File: src/rtl/mem_arbiter_pkg.sv
// Shared layer-controller memory definitions: bus widths, arbiter state
// encodings and the memory command record latched on each grant.
package mem_arbiter_pkg;

    localparam int LC_MEM_ADDR_WIDTH = 30;
    localparam int LC_MEM_DATA_WIDTH = 32;

    typedef logic [LC_MEM_ADDR_WIDTH-1:0] lc_addr_t;
    typedef logic [LC_MEM_DATA_WIDTH-1:0] lc_data_t;

    typedef enum logic [1:0] {
        ARB_IDLE  = 2'd0,
        ARB_ISSUE = 2'd1,
        ARB_RESP  = 2'd2,
        ARB_DRAIN = 2'd3
    } arb_state_e;

    typedef struct packed {
        logic     write;
        lc_addr_t addr;
        lc_data_t din;
    } mem_cmd_t;

    // Selects the command of the winning port (0 or 1).
    function automatic mem_cmd_t pick_cmd(input logic sel, input mem_cmd_t c0, input mem_cmd_t c1);
        return sel ? c1 : c0;
    endfunction

endpackage

File: src/rtl/mem_arbiter_if.sv
// Bundle of the two requester handshakes and the shared memory handshake.
// The arbiter uses the slave view; requesters and memory sit on the master view.
interface mem_arbiter_if;
    import mem_arbiter_pkg::*;

    logic     REQ0;
    logic     REQ1;
    logic     WRITE0;
    logic     WRITE1;
    lc_addr_t ADDR0;
    lc_addr_t ADDR1;
    lc_data_t DIN0;
    lc_data_t DIN1;
    logic     ACK0;
    logic     ACK1;
    lc_data_t DOUT0;
    lc_data_t DOUT1;
    logic     ERR0;
    logic     ERR1;

    logic     MEM_REQ;
    logic     MEM_WRITE;
    lc_addr_t MEM_ADDR;
    lc_data_t MEM_DIN;
    lc_data_t MEM_DOUT;
    logic     MEM_ACK_IN;

    modport slave (
        input  REQ0, REQ1, WRITE0, WRITE1, ADDR0, ADDR1, DIN0, DIN1,
        output ACK0, ACK1, DOUT0, DOUT1, ERR0, ERR1,
        output MEM_REQ, MEM_WRITE, MEM_ADDR, MEM_DIN,
        input  MEM_DOUT, MEM_ACK_IN
    );

    modport master (
        output REQ0, REQ1, WRITE0, WRITE1, ADDR0, ADDR1, DIN0, DIN1,
        input  ACK0, ACK1, DOUT0, DOUT1, ERR0, ERR1,
        input  MEM_REQ, MEM_WRITE, MEM_ADDR, MEM_DIN,
        output MEM_DOUT, MEM_ACK_IN
    );

endinterface

File: src/rtl/mem_arbiter_rr_arb2.sv
// Two-input round-robin winner select. With both inputs requesting, the
// port that was not served last wins; otherwise the lone requester wins.
module rr_arb2 (
    input  logic req0,
    input  logic req1,
    input  logic last,
    output logic valid,
    output logic winner
);

    // Combinational winner pick from the request pair and last-served port.
    always_comb begin
        valid  = req0 | req1;
        winner = 1'b0;
        if (req0 && req1) begin
            winner = ~last;
        end else if (req1) begin
            winner = 1'b1;
        end
    end

endmodule

File: src/rtl/mem_arbiter.sv
// Two-port round-robin arbiter in front of the layer-controller memory port.
// Each grant latches the winner's command, waits for the memory ACK (bounded
// by ACK_TIMEOUT) and completes the requester's four-phase handshake.
//
// state | meaning
// IDLE  | no grant; pick a winner from REQ0/REQ1 and launch MEM_REQ
// ISSUE | MEM_REQ high, waiting for MEM_ACK_IN or timeout
// RESP  | ACK (and ERR) high on granted port, waiting for its REQ to fall
// DRAIN | waiting for MEM_ACK_IN low, absorbs a late ACK after a timeout
module mem_arbiter
    import mem_arbiter_pkg::*;
#(
    parameter int ACK_TIMEOUT = 255,
    parameter int TO_WIDTH    = 8
) (
    input logic          CLK,
    input logic          RESETn,
    mem_arbiter_if.slave bus
);

    // Counter value on the last cycle allowed in ISSUE.
    localparam logic [TO_WIDTH-1:0] TO_LAST = TO_WIDTH'(ACK_TIMEOUT - 1);

    arb_state_e          state_q, state_d;
    logic [TO_WIDTH-1:0] cnt_q, cnt_d;
    logic                gnt_q, gnt_d;
    logic                last_q, last_d;
    logic                mem_req_q, mem_req_d;
    mem_cmd_t            cmd_q, cmd_d;
    logic                ack0_q, ack0_d;
    logic                ack1_q, ack1_d;
    logic                err0_q, err0_d;
    logic                err1_q, err1_d;
    lc_data_t            dout0_q, dout0_d;
    lc_data_t            dout1_q, dout1_d;

    logic                arb_valid;
    logic                arb_winner;
    logic                req_gnt;
    mem_cmd_t            cmd_p0;
    mem_cmd_t            cmd_p1;

    rr_arb2 u_rr_arb2 (
        .req0   (bus.REQ0),
        .req1   (bus.REQ1),
        .last   (last_q),
        .valid  (arb_valid),
        .winner (arb_winner)
    );

    assign cmd_p0  = {bus.WRITE0, bus.ADDR0, bus.DIN0};
    assign cmd_p1  = {bus.WRITE1, bus.ADDR1, bus.DIN1};
    assign req_gnt = gnt_q ? bus.REQ1 : bus.REQ0;

    assign bus.MEM_REQ   = mem_req_q;
    assign bus.MEM_WRITE = cmd_q.write;
    assign bus.MEM_ADDR  = cmd_q.addr;
    assign bus.MEM_DIN   = cmd_q.din;
    assign bus.ACK0      = ack0_q;
    assign bus.ACK1      = ack1_q;
    assign bus.ERR0      = err0_q;
    assign bus.ERR1      = err1_q;
    assign bus.DOUT0     = dout0_q;
    assign bus.DOUT1     = dout1_q;

    // Next-state, timeout counter and per-port response updates.
    always_comb begin
        state_d   = state_q;
        cnt_d     = cnt_q;
        gnt_d     = gnt_q;
        last_d    = last_q;
        mem_req_d = mem_req_q;
        cmd_d     = cmd_q;
        ack0_d    = ack0_q;
        ack1_d    = ack1_q;
        err0_d    = err0_q;
        err1_d    = err1_q;
        dout0_d   = dout0_q;
        dout1_d   = dout1_q;

        case (state_q)
            ARB_IDLE: begin
                if (arb_valid) begin
                    gnt_d     = arb_winner;
                    cmd_d     = pick_cmd(arb_winner, cmd_p0, cmd_p1);
                    mem_req_d = 1'b1;
                    cnt_d     = '0;
                    state_d   = ARB_ISSUE;
                end
            end

            ARB_ISSUE: begin
                if (bus.MEM_ACK_IN) begin
                    mem_req_d = 1'b0;
                    state_d   = ARB_RESP;
                    if (gnt_q) begin
                        ack1_d = 1'b1;
                        err1_d = 1'b0;
                        if (!cmd_q.write) begin
                            dout1_d = bus.MEM_DOUT;
                        end
                    end else begin
                        ack0_d = 1'b1;
                        err0_d = 1'b0;
                        if (!cmd_q.write) begin
                            dout0_d = bus.MEM_DOUT;
                        end
                    end
                end else if (cnt_q == TO_LAST) begin
                    // Memory never answered; report the error and let DRAIN
                    // soak up any acknowledge that shows up afterwards.
                    mem_req_d = 1'b0;
                    state_d   = ARB_RESP;
                    if (gnt_q) begin
                        ack1_d = 1'b1;
                        err1_d = 1'b1;
                    end else begin
                        ack0_d = 1'b1;
                        err0_d = 1'b1;
                    end
                end else begin
                    cnt_d = cnt_q + 1'b1;
                end
            end

            ARB_RESP: begin
                if (!req_gnt) begin
                    if (gnt_q) begin
                        ack1_d = 1'b0;
                        err1_d = 1'b0;
                    end else begin
                        ack0_d = 1'b0;
                        err0_d = 1'b0;
                    end
                    last_d  = gnt_q;
                    state_d = ARB_DRAIN;
                end
            end

            ARB_DRAIN: begin
                if (!bus.MEM_ACK_IN) begin
                    state_d = ARB_IDLE;
                end
            end

            default: begin
                state_d = ARB_IDLE;
            end
        endcase
    end

    // State, command and response registers; reset leaves port 0 first in line.
    always_ff @(posedge CLK or negedge RESETn) begin
        if (!RESETn) begin
            state_q   <= ARB_IDLE;
            cnt_q     <= '0;
            gnt_q     <= 1'b0;
            last_q    <= 1'b1;
            mem_req_q <= 1'b0;
            cmd_q     <= '0;
            ack0_q    <= 1'b0;
            ack1_q    <= 1'b0;
            err0_q    <= 1'b0;
            err1_q    <= 1'b0;
            dout0_q   <= '0;
            dout1_q   <= '0;
        end else begin
            state_q   <= state_d;
            cnt_q     <= cnt_d;
            gnt_q     <= gnt_d;
            last_q    <= last_d;
            mem_req_q <= mem_req_d;
            cmd_q     <= cmd_d;
            ack0_q    <= ack0_d;
            ack1_q    <= ack1_d;
            err0_q    <= err0_d;
            err1_q    <= err1_d;
            dout0_q   <= dout0_d;
            dout1_q   <= dout1_d;
        end
    end

endmodule

File: src/flat_wrapper.sv
// flat-port wrapper written by rule: the top's interface ports become plain ports
module mem_arbiter_flat import mem_arbiter_pkg::*;
#(
    parameter int ACK_TIMEOUT = 255,
    parameter int TO_WIDTH    = 8
)
  (CLK, RESETn, bus_REQ0, bus_REQ1, bus_WRITE0, bus_WRITE1, bus_ADDR0, bus_ADDR1, bus_DIN0, bus_DIN1, bus_ACK0, bus_ACK1, bus_DOUT0, bus_DOUT1, bus_ERR0, bus_ERR1, bus_MEM_REQ, bus_MEM_WRITE, bus_MEM_ADDR, bus_MEM_DIN, bus_MEM_DOUT, bus_MEM_ACK_IN);
  mem_arbiter_if bus_i ();
  input logic CLK;
  input logic RESETn;
  input wire logic [$bits(bus_i.REQ0)-1:0] bus_REQ0;
  input wire logic [$bits(bus_i.REQ1)-1:0] bus_REQ1;
  input wire logic [$bits(bus_i.WRITE0)-1:0] bus_WRITE0;
  input wire logic [$bits(bus_i.WRITE1)-1:0] bus_WRITE1;
  input wire logic [$bits(bus_i.ADDR0)-1:0] bus_ADDR0;
  input wire logic [$bits(bus_i.ADDR1)-1:0] bus_ADDR1;
  input wire logic [$bits(bus_i.DIN0)-1:0] bus_DIN0;
  input wire logic [$bits(bus_i.DIN1)-1:0] bus_DIN1;
  output wire logic [$bits(bus_i.ACK0)-1:0] bus_ACK0;
  output wire logic [$bits(bus_i.ACK1)-1:0] bus_ACK1;
  output wire logic [$bits(bus_i.DOUT0)-1:0] bus_DOUT0;
  output wire logic [$bits(bus_i.DOUT1)-1:0] bus_DOUT1;
  output wire logic [$bits(bus_i.ERR0)-1:0] bus_ERR0;
  output wire logic [$bits(bus_i.ERR1)-1:0] bus_ERR1;
  output wire logic [$bits(bus_i.MEM_REQ)-1:0] bus_MEM_REQ;
  output wire logic [$bits(bus_i.MEM_WRITE)-1:0] bus_MEM_WRITE;
  output wire logic [$bits(bus_i.MEM_ADDR)-1:0] bus_MEM_ADDR;
  output wire logic [$bits(bus_i.MEM_DIN)-1:0] bus_MEM_DIN;
  input wire logic [$bits(bus_i.MEM_DOUT)-1:0] bus_MEM_DOUT;
  input wire logic [$bits(bus_i.MEM_ACK_IN)-1:0] bus_MEM_ACK_IN;
  assign bus_i.REQ0 = bus_REQ0;
  assign bus_i.REQ1 = bus_REQ1;
  assign bus_i.WRITE0 = bus_WRITE0;
  assign bus_i.WRITE1 = bus_WRITE1;
  assign bus_i.ADDR0 = bus_ADDR0;
  assign bus_i.ADDR1 = bus_ADDR1;
  assign bus_i.DIN0 = bus_DIN0;
  assign bus_i.DIN1 = bus_DIN1;
  assign bus_ACK0 = bus_i.ACK0;
  assign bus_ACK1 = bus_i.ACK1;
  assign bus_DOUT0 = bus_i.DOUT0;
  assign bus_DOUT1 = bus_i.DOUT1;
  assign bus_ERR0 = bus_i.ERR0;
  assign bus_ERR1 = bus_i.ERR1;
  assign bus_MEM_REQ = bus_i.MEM_REQ;
  assign bus_MEM_WRITE = bus_i.MEM_WRITE;
  assign bus_MEM_ADDR = bus_i.MEM_ADDR;
  assign bus_MEM_DIN = bus_i.MEM_DIN;
  assign bus_i.MEM_DOUT = bus_MEM_DOUT;
  assign bus_i.MEM_ACK_IN = bus_MEM_ACK_IN;
  mem_arbiter #(.ACK_TIMEOUT(ACK_TIMEOUT), .TO_WIDTH(TO_WIDTH)) u_core (.CLK(CLK), .RESETn(RESETn), .bus(bus_i));
endmodule
File: config.mk
export PLATFORM = sky130hd
export DESIGN_NAME = mem_arbiter_flat
export DESIGN_NICKNAME = d
export VERILOG_FILES = /design/src/rtl/mem_arbiter_pkg.sv /design/src/rtl/mem_arbiter_if.sv /design/src/rtl/mem_arbiter_rr_arb2.sv /design/src/rtl/mem_arbiter.sv /design/src/flat_wrapper.sv
export SDC_FILE = /design/constraint.sdc
export NUM_CORES = 1
export LEC_CHECK = 0
export ABC_AREA = 1
export BUFFER_PORTS_ARGS = -buffer_cell sky130_fd_sc_hd__buf_4
export CAP_MARGIN = 20
export CORE_MARGIN = 1
export CORE_UTILIZATION = 45
export DETAILED_ROUTE_END_ITERATION = 8
export PLACE_DENSITY = 0.78
export SYNTH_ARGS = -nofsm -noshare
export SYNTH_HDL_FRONTEND = slang
export SYNTH_SLANG_ARGS = --single-unit
File: constraint.sdc
create_clock -name CLK -period 4.1 [get_ports CLK]
set_clock_uncertainty 0.15 [all_clocks]
set_input_delay 0.41 -clock CLK [delete_from_list [all_inputs] [get_ports CLK]]
set_output_delay 0.41 -clock CLK [all_outputs]
set_load 0.005 [all_outputs]
; ---- Word level (Yosys, flattened, before mapping)
; Index checks and enable logic that the tools add are counted.
[totals]
register_bits = 144
out_inout_bits = 132
elab_cells = 91
[op_classes]
add_sub_neg = 1
eq_ne = 14
n_mux = 42
bitwise = 5
reduce_logical = 15
[ops]
columns = cell, count
row1 = two-way mux 63 bit, 1
row2 = AND reduction 4 bit, 8
row3 = two-way mux 1 bit, 26
row4 = two-way mux 8 bit, 3
row5 = one-hot mux 8 bit (2 select lines), 1
row6 = two-way mux 2 bit, 5
row7 = inequality test 2 bit (second input constant), 5
row8 = one-hot mux 1 bit (2 select lines), 5
row9 = adder 8 x 1 -> 8 bit (second input constant), 1
row10 = equality test 8 bit (second input constant), 1
row11 = one-hot mux 2 bit (4 select lines), 1
row12 = inequality test 3 x 2 -> 1 bit (second input constant), 2
row13 = equality test 2 bit (second input constant), 2
row14 = inequality test 2 x 1 -> 1 bit (second input constant), 2
row15 = NOT 1 bit, 4
row16 = AND reduction 2 bit, 2
row17 = nonzero test 2 bit, 2
row18 = inequality test 3 bit (second input constant), 1
row19 = AND reduction 3 bit, 1
row20 = equality test 2 x 1 -> 1 bit (second input constant), 1
row21 = zero test 2 bit, 1
row22 = logical AND 1 bit, 1
row23 = OR 1 bit, 1

; ---- Longest topological paths before layout
; Gate-level depths: netlist (run 1).
[logic_depth]
ltp_word = 4
depth_mapped = 10
mapped_depth_nobuf = 9

; ---- Hierarchy
; Synthesis (run 1) repeated with hierarchy kept, for this count alone.
[unflattened]
cells_unflattened = 735
hier_area_um2 = 6402.4
[by_module_without_submodules]
columns = mod, instances, cells_per_inst, area_each_um2
row1 = mem_arbiter, 1, 732, 6387.4
row2 = rr_arb2, 1, 3, 15.0

; ---- Least setup slack after synthesis (run 1)
; Ideal clock, no wire load.
[synth_path]
path_kind = reg-to-reg
startpoint = reg u_core.state_q[1]
endpoint = reg u_core.err1_q (netlist: u_core.bus.ERR1)
arrival_ns = 1.354
required_time_ns = 3.834
slack_ns = 2.480
path_stages_with_launch = 11
path_buffers = 2
period_less_slack_ns = 1.620
path_cell_list = dfrtp_1 inv_1 ha_1 buf_2 nand2_1 inv_1 nand2_1 buf_4 nand3_1 nand2_1 nand2_1
[synth_between]
elab_chain_cells = 3
word_cells_on_any_way = 8
classes_between = eq/ne (5) / mux (1) / reduce/logical (2)
[synth_lines]
columns = item, line
row1 = from (decl), mem_arbiter.sv:24  ; arb_state_e state_q, state_d;
row2 = from (signal assigned), mem_arbiter.sv:168  ; state_q <= state_d;
row3 = equality test 2 x 1 -> 1 bit / equality test 2 bit (equally long branches), mem_arbiter.sv:81  ; case (state_q)
row4 = "inequality test 3 x 2 -> 1 bit (no line), or another cell as far along", n/a
row5 = AND reduction 4 bit (no line), n/a
row6 = to (signal assigned), mem_arbiter.sv:177  ; err1_q <= err1_d;
row7 = to (decl), mem_arbiter.sv:33  ; logic err1_q, err1_d;
; Parallel ways exist; a longest one is shown, timed or not.
; A chain may end at the register's enable or synchronous reset.

; ---- Worst setup path in the final report (run 1)
[layout_path]
startpoint = reg u_core.state_q[0]
endpoint = reg u_core.cnt_q[5]
[layout_between]
elab_chain_cells = 3
word_cells_on_any_way = 8
classes_between = eq/ne (4) / mux (1) / reduce/logical (3)
[layout_lines]
columns = item, line
row1 = equality test 2 x 1 -> 1 bit / zero test 2 bit (equally long branches), mem_arbiter.sv:81
row2 = "inequality test 2 bit (no line), or another cell as far along", n/a
row3 = AND reduction 4 bit (no line), n/a
row4 = to (signal assigned), mem_arbiter.sv:169  ; cnt_q <= cnt_d;
row5 = to (decl), mem_arbiter.sv:25  ; logic [TO_WIDTH-1:0] cnt_q, cnt_d;
; Parallel ways exist; a longest one is shown, timed or not.

==> results of run 1 <==
[through the flow]
step / total power [W] / cell area (um^2)
after detailed placement: 0.005250 / 8579
after floorplan: 0.003705 / 6279
final: 0.006818 / 9228
after CTS: 0.006867 / 9190
after global placement: 0.005183 / 8559
after global routing: 0.007306 / 9228
[per-layer routing]
metal  track usage [%]  wire length, um  up-vias
li1                  -                -     2944
met1             31.10             7210     2770
met2             45.11             9673      217
met3             10.79             1586       33
met4             11.72              588        0
met5                 0                0        -
[cell type report]
cell class / count / area, um^2
Inverter: 52 / 195.2
Sequential cell: 144 / 3605
Timing Repair Buffer: 302 / 2306
Tap cell: 176 / 220.2
Multi-Input combinational cell: 497 / 2291
Clock buffer: 18 / 429.2
Clock inverter: 14 / 181.4
Fill cell: 1072 / 4173
[logic make-up (layout without fill, tap and decap cells)]
group,count (synthesis),count (layout)
AND/OR/NAND/NOR,275,275
AO/OA/AOI/OAI,214,214
flip-flops,144,144
buffers and inverters,94,386
adder cells (fa/ha/maj),8,8
[synth_stat cells, types with 2 or more instances]
cell      instances  share of area (%)
a21oi_1           5               0.40
buf_2            24                1.9
buf_4             2               0.24
clkbuf_1         16               0.96
dfrtp_1         143                 57
ha_1              8                1.6
inv_1            49                2.9
inv_2             3               0.18
nand2_1         179                 11
nand3_1          16                1.3
nand3_2           3               0.48
nand4_1           2               0.20
nor2_1           72                4.3
o21ai_0         126                 10
o21ai_1          77                6.1
o21bai_1          2               0.24
[path summary, 6_finish.rpt]
path | start | end | slack (ns)
hold / removal | bus_ADDR1[23] | u_core.bus.MEM_ADDR[23] | 0.1
hold reg to reg | u_core.bus.DOUT1[27] | u_core.bus.DOUT1[27] | 0.33
setup / recovery | u_core.state_q[0] | u_core.cnt_q[5] | 1.77
min in group asynchronous | RESETn | u_core.bus.DOUT0[19] | 0.37
max in group asynchronous | RESETn | u_core.bus.ERR0 | 2.32
setup reg to reg | u_core.state_q[0] | u_core.cnt_q[5] | 1.77
[critical path, stage by stage, from the launching register on]
cell	delay [ns]
dfrtp_1	0.39
inv_1	0.11
ha_1	0.27
o21ai_4	0.08
buf_4	0.57
nand2_1	0.23
nand3_2	0.27
o21ai_0	0.13
[power groups by stage]
stage	registers, W	clock network (W)	logic [W]
6_report	0.00251	0.00159	0.00272
5_1_grt	0.00258	0.00168	0.00305
4_1_cts	0.00250	0.00162	0.00275
3_5_place_dp	0.00251	0	0.00274
3_3_place_gp	0.00249	0	0.00269
2_1_floorplan	0.00252	0	0.00119
[flip-flops by register name (all words and copies together), names as in the netlist, 2 cells and up]
register	flops
u_core.state_q	2
u_core.bus.MEM_ADDR	30
u_core.cnt_q	8
u_core.bus.MEM_DIN	32
u_core.bus.DOUT1	32
u_core.bus.DOUT0	32
==> summary.txt, run 1 <==
Placement
  • Hpwl dp: 13.43 mm
  • Post-Place Setup Slack: 1.768 ns
  • Placed cells: 1169
  • Final RePlAce weighted congestion: 0.8643
  • IO Port Bufs: 294

Hold path
  • Hold Crit Class: in2reg
  • Worst Hold Depth: 3

Worst setup path
  • CP Capture Type: register
  • CP required: 4.24 ns
  • Setup CP Type: reg2reg
  • CP Max Fanout: 65
  • Critical Path Start Type: register
  • Worst Path Arrival: 2.46 ns
  • R2R cell count: 7

Logic synthesis
  • Synthesis-stage register bit count: 144
  • Post-synthesis mux area share: 0%
  • Share of flip-flops with an asynchronous set or reset: 100.0%
  • Main combinational cell family by area after synthesis: compound AO/OA/AOI/OAI gates
  • Avg Cell Area, Syn: 8.542 um^2
  • Post-synth top flop: dfrtp_1
  • Yosys cell types: 24
  • Synth Area in Adders: 1.594%
  • Simple logic cell fraction of the synthesized area: 17.34%
  • Synthesized cell area: 6279 um^2
  • Syn. warnings: 0
  • XOR/XNOR Fraction of Synth Area: 0%
  • Post-Syn Instances: 735
  • Sequential cell area fraction in the yosys report: 57.41%
  • Compound-cell area share of the yosys netlist: 17.44%
  • Post-Syn Nets: 906
  • Post-synth EDFFs: 0

CTS
  • CTS tree: built
  • Number of CTS-inserted buffers: 17
  • Clock sinks: 144
  • Post-CTS Setup Inserts: 0
  • Clock Pin Slew Worst Setup and Hold Paths: 0.06 ns
  • Hold_buf cts: 0
  • Clk buf depth: 2
  • H-tree Lvls: 4
  • CTS Root Cell: clkbuf_16
  • Clk_lat worst skew: 0.41 ns
  • Resize count post-CTS: 0

Route
  • DRT antenna net count: 0
  • # DRC: 0
  • Vias: 5964
  • DR WL/cell: 15.84 um
  • Vias per inst: 4.958
  • Final WL: 19.06 mm
  • Drt pass-1 iters: 4
  • DRT iter0 DRCs: 346

Cells and area
  • Most frequent cells in the layout: buf_4, nand2_1, dfrtp_1
  • N_diodes: 0
  • Most common cell after layout, fill and taps aside: buf_4
  • Post-layout util: 68.86%
  • Post-layout net count: 1185
  • Layout Cells excl Fill: 1203
  • Layout cells sized above 1: 33.50%
  • Area Growth Syn to Fin: 46.97%

Floorplan
  • Die height: 120.1 um
  • DIE WIDTH: 120.1 um
  • Initial Utilization: 46.85%
  • Die area: 14430 um^2
  • Num rows: 42
  • Core area: 13400 um^2
  • # IOs: 295

STA
  • Worst Setup Slack, final: 1.774 ns
  • Final Setup Violations: 0
  • Period utilization: 56.74%
  • Worst hold slack: 0.09881 ns
  • Min Tclk post-route: 2.326 ns
  • Worst-Margin Slew: 0.9436 ns
  • RSZ-0062 raised after global routing: false
  • Post-route setup TNS: 0 ns
  • Final slew viol count: 0
  • Slew HR: 37.09%
  • Hold Fails Final Rpt: 0
  • Achievable Freq: 429.8 MHz

Outcome
  • Status: complete, no violations

Global routing
  • GR Overflow Total: 0
  • Initial antenna violation count: 0
  • Largest net degree at the start of global routing: 120
  • Vias in the first global route: 5835
  • First-pass GRT wire length: 29.85 mm
  • Global Route Usage Sum: 27.26%

Power and ir drop
  • VDD IR-drop max: 382.5 uV
  • Sequential Power Share: 36.8%
  • Comb pwr share: 39.9%
  • Power density over the cells: 738.9 nW/um^2
  • Switching pwr: 0.002405 W
  • Leakage power: 4.769 nW
  • Net Sw Frac: 35.27%
  • Internal: 0.004414 W
  • Clock power frac: 23.3%

Job
  • # Max-Cap Violations: 0
Note: power is estimated with default switching activity, not from simulation.
==> run 2, diff against run 1 <==
- ABC_AREA: 1 -> 0
- clock period: 4.1 -> 2.4 ns (I/O delays scaled with it)
==> summary.txt, run 2 <==
Outcome
  • Status: complete, no violations

Global routing
  • First-pass GRT wire length: 34.02 mm
  • Most Crowded Layer GR: met2
  • Global Route Usage Sum: 30.74%
  • Met2 Resource Use GR: 52.54%
  • Initial antenna violation count: 0
  • Largest net degree at the start of global routing: 63
  • M1 GR Usage: 35.25%
  • Grt met3 use: 7.801%
  • Vias in the first global route: 6623
  • GR Overflow Total: 0

CTS
  • Resize count post-CTS: 0
  • Clock Pin Slew Worst Setup and Hold Paths: 0.07 ns
  • Clk buf depth: 2
  • Clk_lat worst skew: 0.41 ns
  • CTS Root Cell: clkbuf_16
  • Number of CTS-inserted buffers: 17
  • H-tree Lvls: 4
  • CTS tree: built
  • Clock sinks: 144

Logic synthesis
  • Post-Syn Instances: 521
  • Share of flip-flops with an asynchronous set or reset: 100.0%
  • Yosys cell types: 43
  • Most common cell in the netlist: dfrtp_1
  • Synthesis-stage register bit count: 144
  • Post-synth EDFFs: 0
  • Post-Syn Nets: 692
  • Leading area contributor after synthesis: dfrtp_1
  • Synthesized cell area: 6361 um^2
  • Avg Cell Area, Syn: 12.21 um^2
  • Sequential cell area fraction in the yosys report: 56.67%
  • Post-synth top flop: dfrtp_1
  • Syn. warnings: 0
  • Synth top area cells: dfrtp_1, mux2_2, mux2i_1
  • Synth top area share: 56.25%
  • Synth cell count leaders: dfrtp_1, nand2_1, mux2i_1

STA
  • Post-route setup TNS: 0 ns
  • Worst-Margin Slew: 0.9122 ns
  • RSZ-0062 raised after global routing: false
  • Final Setup Violations: 0
  • Period utilization: 90.62%
  • Final slew viol count: 0
  • Slew HR: 38.96%
  • Achievable Freq: 459.8 MHz
  • Hold Fails Final Rpt: 0
  • Min Tclk post-route: 2.175 ns

Cells and area
  • Layout cells sized above 1: 42.64%
  • Fillcell total: 738
  • Sequential cell area: 3605 um^2
  • Post-layout net count: 1150
  • N_diodes: 0
  • Most common cell after layout, fill and taps aside: buf_4
  • Most frequent cells in the layout: buf_4, dlygate4sd3_1, dfrtp_1
  • Area Growth Syn to Fin: 73.17%
  • Area of the multi-input gates: 2580 um^2
  • Final instance area: 11020 um^2

Worst setup path
  • Worst Path Arrival: 2.32 ns
  • Slowest Stage Delay on Critical Path: 0.62 ns
  • Top delay family on crit path: buffers and inverters
  • CP Max Fanout: 27
  • WP buf/inv: 3
  • Setup CP Type: reg2reg
  • Cell with the most instances on the worst path: buf_12
  • Setup slack, reg-to-reg: 0.23 ns
  • Slowest-stage cell, CP: dlygate4sd3_1
  • Crit path cell chain: a21oi_4 -> buf_12 -> buf_12 -> mux2i_1 -> dlygate4sd3_1 -> o21ai_1
  • CP Capture Type: register
  • Critical Path Start Type: register
  • CP required: 2.54 ns

Route
  • Drt pass-1 iters: 8
  • # DRC: 0
  • DRT iter0 DRCs: 369
  • Final WL: 22.00 mm
  • DRT antenna net count: 0
  • Vias per inst: 5.227
  • Vias: 6126
  • DR WL/cell: 18.77 um

Job
  • # Max-Cap Violations: 0

Hold path
  • Hold Crit Class: in2reg

Floorplan
  • Die area: 14620 um^2
  • # IOs: 295
  • Num rows: 43
  • DIE WIDTH: 120.9 um
  • Core area: 13830 um^2
  • Initial Utilization: 46.00%
  • Die height: 120.9 um

Placement
  • Final RePlAce weighted congestion: 0.8525
  • Hpwl dp: 12.54 mm
  • IO Port Bufs: 294
  • Post-Place Cell Area: 8830 um^2

Power and ir drop
  • VDD IR-drop max: 566.5 uV
  • Leakage power: 5.395 nW
  • Power density over the cells: 1105 nW/um^2
## run 2: cell types whose count changed after synthesis, moves of 43 or more
cell / delta
mux2_2: +64
nand2_1: -107
inv_1: -43
mux2i_1: +65
o21ai_0: -112
nor2_1: -64
## run 2: cells by family (layout without fill, tap and decap cells)
group | count (synthesis) | after routing | synth area share (%)
simple gates | 102 | 102 | 7.494
compound gates | 100 | 100 | 9.068
buf+inv | 36 | 507 | 3.226
fa+ha+maj | 8 | 8 | 1.574
mux | 131 | 131 | 21.97
flops | 144 | 144 | 56.67
## run 2: where the power goes
part           internal [W]  total, W  leakage, nW  switching [W]
Sequential          0.00358   0.00437         1.78       0.000795
Combinational       0.00291   0.00514         3.34        0.00223
Clock               0.00156   0.00266        0.282        0.00110
Total               0.00805    0.0122         5.39        0.00413
## run 2: what timing repair did
action                     4_1_cts  5_1_grt
hold buffers                   155        0
setup endpoints to repair        0        2
buffers inserted                 0        3
hold endpoints to repair       173        0
## run 2: layout make-up
class / instances / share of cell area [%]
clock inverters: 15 / 1.579
inverters: 7 / 0.2385
well taps: 180 / 2.045
clock buffers: 17 / 3.862
flip-flops and latches: 144 / 32.72
multi-input cells: 341 / 23.42
repair buffers: 468 / 36.13
## run 2: metrics by stage
stage          hold slack [ns]  worst slack (ns)  power [W]  util (%)  instances
2_1_floorplan          -0.2056            0.5953   0.006305         -        521
3_3_place_gp           0.05398            0.3829   0.008713     63.86        982
3_5_place_dp           0.05755            0.2632   0.008905     63.86        982
4_1_cts               0.001038            0.1431    0.01191     79.41       1169
5_1_grt                0.01711           0.07082    0.01286     79.67       1172
6_report              0.004007            0.2250    0.01218     79.67       1172
## run 2: worst paths after layout
kind	startpoint	to	cells past startpoint
min in group asynchronous	RESETn	u_core.cnt_q[1]	2
max in group asynchronous	RESETn	u_core.bus.MEM_DIN[8]	3
max	u_core.last_q	u_core.bus.MEM_ADDR[23]	6
min reg2reg	u_core.bus.MEM_DIN[21]	u_core.bus.MEM_DIN[21]	2
min	bus_DIN1[10]	u_core.bus.MEM_DIN[10]	3
max reg2reg	u_core.last_q	u_core.bus.MEM_ADDR[23]	6
## run 2: routing by layer
layer / wire (um) / share of wire, %
met1: 8372 / 38
met2: 11050 / 50
met3: 1593 / 7.2
met4: 980 / 4.5
met5: 0 / 0
## run 2: worst register-to-register path: stages, from the launching register on
cell and delay [ns]:
dfstp_2 0.57, a21oi_4 0.07, buf_12 0.13, buf_12 0.17
mux2i_1 0.25, dlygate4sd3_1 0.62, o21ai_1 0.09
